[config.mk]
export PLATFORM = sky130hd
export DESIGN_NAME = ram8
export DESIGN_NICKNAME = d
export VERILOG_FILES = /design/src/rtl/ram_pkg.sv /design/src/rtl/reg16.sv /design/src/rtl/ram8.sv
export SDC_FILE = /design/constraint.sdc
export NUM_CORES = 1
export LEC_CHECK = 0
export BUFFER_PORTS_ARGS = -buffer_cell sky130_fd_sc_hd__buf_2
export CAP_MARGIN = 25
export CORE_MARGIN = 2
export CORE_UTILIZATION = 30
export DETAILED_ROUTE_END_ITERATION = 10
export GPL_TIMING_DRIVEN = 0
export PLACE_DENSITY_LB_ADDON = 0.12
export REMOVE_ABC_BUFFERS = 1
export SETUP_SLACK_MARGIN = 0.3
export SLEW_MARGIN = 20
export SYNTH_ARGS = -nofsm -noshare
export SYNTH_HDL_FRONTEND = slang
export SYNTH_HIERARCHICAL = 1
export SYNTH_SLANG_ARGS = --single-unit
[constraint.sdc]
create_clock -name clk -period 6.6 [get_ports clk]
set_clock_uncertainty 0.15 [all_clocks]
set_input_delay 1.32 -clock clk [delete_from_list [all_inputs] [get_ports clk]]
set_output_delay 1.32 -clock clk [all_outputs]
set_load 0.01 [all_outputs]
[src/rtl/ram_pkg.sv]
// Shared sizes, state encoding and address decode for the eight-word RAM.
package ram_pkg;

    localparam int WORD_W = 16;
    localparam int ADDR_W = 3;
    localparam int DEPTH  = 8;

    typedef enum logic {
        CLEAR = 1'b0,
        READY = 1'b1
    } state_t;

    function automatic logic [DEPTH-1:0] onehot(input logic [ADDR_W-1:0] addr);
        return DEPTH'(1) << addr;
    endfunction

endpackage

[src/rtl/reg16.sv]
// Sixteen-bit load-enabled storage register with a complemented copy of its value.
module reg16 (
    input  logic        clk,
    input  logic        load,
    input  logic [15:0] in,
    output logic [15:0] out,
    output logic [15:0] out_compl
);

    // No reset: contents must survive reset when clearing is disabled.
    logic [15:0] val_q;

    always_ff @(posedge clk) begin
        if (load) begin
            val_q <= in;
        end
    end

    assign out       = val_q;
    assign out_compl = ~val_q;

endmodule

[src/rtl/ram8.sv]
// Eight-word by sixteen-bit RAM with valid/ready write and read ports and an
// optional zero-fill sequence after reset.
module ram8
    import ram_pkg::*;
#(
    parameter bit CLEAR_ON_RESET = 1'b1
) (
    input  logic              clk,
    input  logic              rst,
    input  logic              wr_valid,
    output logic              wr_ready,
    input  logic [ADDR_W-1:0] wr_addr,
    input  logic [WORD_W-1:0] wr_data,
    input  logic              rd_valid,
    output logic              rd_ready,
    input  logic [ADDR_W-1:0] rd_addr,
    output logic [WORD_W-1:0] rd_data,
    output logic [WORD_W-1:0] rd_data_compl,
    output logic              rd_data_valid,
    output state_t            dbg_state_o
);

    // Handshake: a request transfers on a rising edge where valid and ready
    // are both high; ready never depends on valid, and requests seen while
    // ready is low leave no trace.
    state_t            state_q, state_d;
    logic [ADDR_W-1:0] cnt_q, cnt_d;
    logic [WORD_W-1:0] rd_data_q;
    logic              rd_valid_q;

    logic              port_ready;
    logic              clearing;
    logic              wr_fire;
    logic              rd_fire;
    logic [ADDR_W-1:0] sel_addr;
    logic [DEPTH-1:0]  load_vec;
    logic [WORD_W-1:0] word_in;
    logic [WORD_W-1:0] word_out [DEPTH];
    logic [WORD_W-1:0] unused_compl [DEPTH];

    always_ff @(posedge clk) begin
        if (rst) begin
            state_q <= CLEAR;
            cnt_q   <= '0;
        end else begin
            state_q <= state_d;
            cnt_q   <= cnt_d;
        end
    end

    // Without zero-fill, CLEAR only survives the single cycle after reset.
    always_comb begin
        state_d = state_q;
        cnt_d   = cnt_q;
        if (state_q == CLEAR) begin
            if (!CLEAR_ON_RESET || cnt_q == ADDR_W'(DEPTH - 1)) begin
                state_d = READY;
            end
            if (CLEAR_ON_RESET) begin
                cnt_d = cnt_q + 1'b1;
            end
        end
    end

    // Gated by rst so a request on a reset edge never lands.
    assign port_ready = !rst && (state_q == READY || !CLEAR_ON_RESET);
    assign clearing   = !rst && CLEAR_ON_RESET && (state_q == CLEAR);
    assign wr_fire    = wr_valid && port_ready;
    assign rd_fire    = rd_valid && port_ready;

    assign sel_addr = clearing ? cnt_q : wr_addr;
    assign load_vec = (clearing || wr_fire) ? onehot(sel_addr) : '0;
    assign word_in  = clearing ? '0 : wr_data;

    for (genvar i = 0; i < DEPTH; i++) begin : g_word
        reg16 u_word (
            .clk      (clk),
            .load     (load_vec[i]),
            .in       (word_in),
            .out      (word_out[i]),
            .out_compl(unused_compl[i])
        );
    end

    // Storage is read before this edge's write lands, so a same-address
    // collision returns the old word.
    always_ff @(posedge clk) begin
        if (rst) begin
            rd_data_q  <= '0;
            rd_valid_q <= 1'b0;
        end else begin
            rd_valid_q <= rd_fire;
            if (rd_fire) begin
                rd_data_q <= word_out[rd_addr];
            end
        end
    end

    assign wr_ready      = port_ready;
    assign rd_ready      = port_ready;
    assign rd_data       = rd_data_q;
    assign rd_data_compl = ~rd_data_q;
    assign rd_data_valid = rd_valid_q;
    assign dbg_state_o   = state_q;

endmodule
==> results.yml <==
global_route:
  overflow: 0
  grt_max_degree: 40
  grt_pass1_vias: 3406
  grt_first_pass_wirelength_mm: 20.3
  antenna_found_initial: 0
  grt_usage_pct: 13.3
final_layout:
  fin_nets: 467
  multi_input_area_sq_mm: 0.00158
  areaGrowthSynthToFinish_pct: 19.4
  utilization_pct: 36.7
  seqCellArea_sq_mm: 0.00426
  layout-drive-gt1-share_pct: 38.5
  fin_area_sq_mm: 0.00717
  n_fill_cell: 1922
  layout.cells.non_filler: 717
  diodes: 0
placement:
  io_buffers: 61
  post_dp_cell_area_sq_mm: 0.00662
  place.gp.congestion: 0.698
  pre_cts_slack_ns: 2.52
  dp_hpwl_mm: 7.49
  dp.cells: 683
pwr:
  cellPowerDensity_mw_per_mm2: 284
  p_leak_nw: 2.44
  power.total_mw: 2.04
  ir_drop_uv: 181
floorplanning:
  rows: 51
  fp.dieW_um: 145
  fp.dieH_um: 145
  start_util_pct: 30.8
  dieArea_sq_mm: 0.0212
  ioPinCount: 62
  fp.coreArea_sq_mm: 0.0195
clock_tree:
  cts_tree: "done"
  clockBufferDepth: 2
  cts_hold_buffers: 0
  clock-sinks: 149
  clk_pin_slew_ns: 0.06
  cts_max_level: 4
  cts_resized: 0
  clk-insertion-delay-late_ns: 0.41
  root_buffer: "clkbuf_16"
  cts_setup_buffers: 0
  cts_buffers: 17
timing:
  max_freq_mhz: 290
  setup_ws_ns: 3.15
  grt_setup_unrepaired: "no"
  fin_crit_ns: 3.45
  worst_slew_pin_slew_ns: 0.914
  slew_headroom_pct: 39.1
  timing.hold.ws_ns: 0.324
  setup_viol: 0
  slew_viol_final: 0
  setup-tns-final_ns: 0
  final_hold_viol_count: 0
  period_share_pct: 52.2
drt:
  dr_total_vias: 3232
  routed_wl_mm: 13.4
  avgRoutedWirePerCell_um: 18.8
  route.detailed.drc: 0
  drtPass1Iterations: 4
  postRouteAntennaNets: 0
  viasPerCell: 4.51
  drt-initial-drc-count: 202
synth:
  synth_warnings: 6
  syn_area_per_cell_sq_um: 16.0
  syn_area_sq_mm: 0.00600
  synthCells: 375
job:
  maxCapViolations: 0
worst_setup_path:
  startpoint: "rst"
  ff2ff_setup_slack_ns: 3.56
  cp.required_ns: 6.49
  crit_fanout: 20
  r2r-start: "dbg_state_o$_SDFF_PP0_"
  crit_end: "g_word[2].u_word/out[3]$_DFFE_PP_"
  reg2regPathDepth: 3
  crit_type: "in -> reg"
  worst_setup_path_start_kind: "input port"
  arrival_ns: 3.34
  crit_path_end_kind: "register"
  timing.rr.end: "g_word[2].u_word/out[3]$_DFFE_PP_"
run_status:
  status: "completed"
worst_hold_path:
  hp-class: "reg -> reg"
cell type report:
| class | count | share of cell area, % |
|---|---|---|
| clock buffer | 18 | 5.99 |
| timing repair buffer | 67 | 5.64 |
| sequential | 149 | 59.5 |
| multi-input combinational | 185 | 22.0 |
| tap | 265 | 4.62 |
| clock inverter | 14 | 1.31 |
| inverter | 19 | 0.995 |
power breakdown:
part / internal (mW) / total, mW / switching, mW
clock network: 0.506 / 0.854 / 0.348
logic: 0.0464 / 0.123 / 0.0769
registers: 1.05 / 1.06 / 0.00687
per-layer routing:
layer	share of wire, %	GRT usage, %	vias to the layer above
met1	47	17.7	1598
met3	4.8	3.70	9
met4	1.3	5.10	0
li1	-	-	1551
met5	0	0	-
met2	47	20.7	74
cell usage in the layout, fill, tap and decap left out, types with 3 or more instances in the layout:
cell / n
edfxtp_1: 128
mux2_2: 60
buf_2: 60
o22ai_1: 32
dfxtp_1: 21
inv_1: 19
nand2_1: 18
clkbuf_16: 17
and2_1: 16
o31ai_2: 10
clkinv_2: 9
nor2_4: 6
nor2_1: 6
o31ai_1: 6
mux2_1: 4
nand2b_1: 3
a31oi_1: 3
clkinv_1: 3
buf_6: 3
worst min-delay path by stage:
stage                                   from                       end  slack (ns)  cells past startpoint
global route        rd_data[12]$_SDFFE_PP0P_  rd_data[12]$_SDFFE_PP0P_        0.35                      2
global placement    rd_data[12]$_SDFFE_PP0P_  rd_data[12]$_SDFFE_PP0P_        0.32                      2
finish              rd_data[12]$_SDFFE_PP0P_  rd_data[12]$_SDFFE_PP0P_        0.32                      2
CTS                 rd_data[12]$_SDFFE_PP0P_  rd_data[12]$_SDFFE_PP0P_        0.33                      2
detailed placement  rd_data[12]$_SDFFE_PP0P_  rd_data[12]$_SDFFE_PP0P_        0.32                      2
floorplan           rd_data[10]$_SDFFE_PP0P_  rd_data[10]$_SDFFE_PP0P_        0.34                      2
critical path, stage by stage:
cell and delay, ns:
buf_2 0.25, or2_1 0.75, a31oi_1 0.36, nor2_4 0.65
state kept, by name (all words and copies together) (netlist names):
register,flops
cnt_q,3
dbg_state_o,1
g_word.u_word/out,128
rd_data,16
rd_data_valid,1
Note: power is estimated with default switching activity, not from simulation.
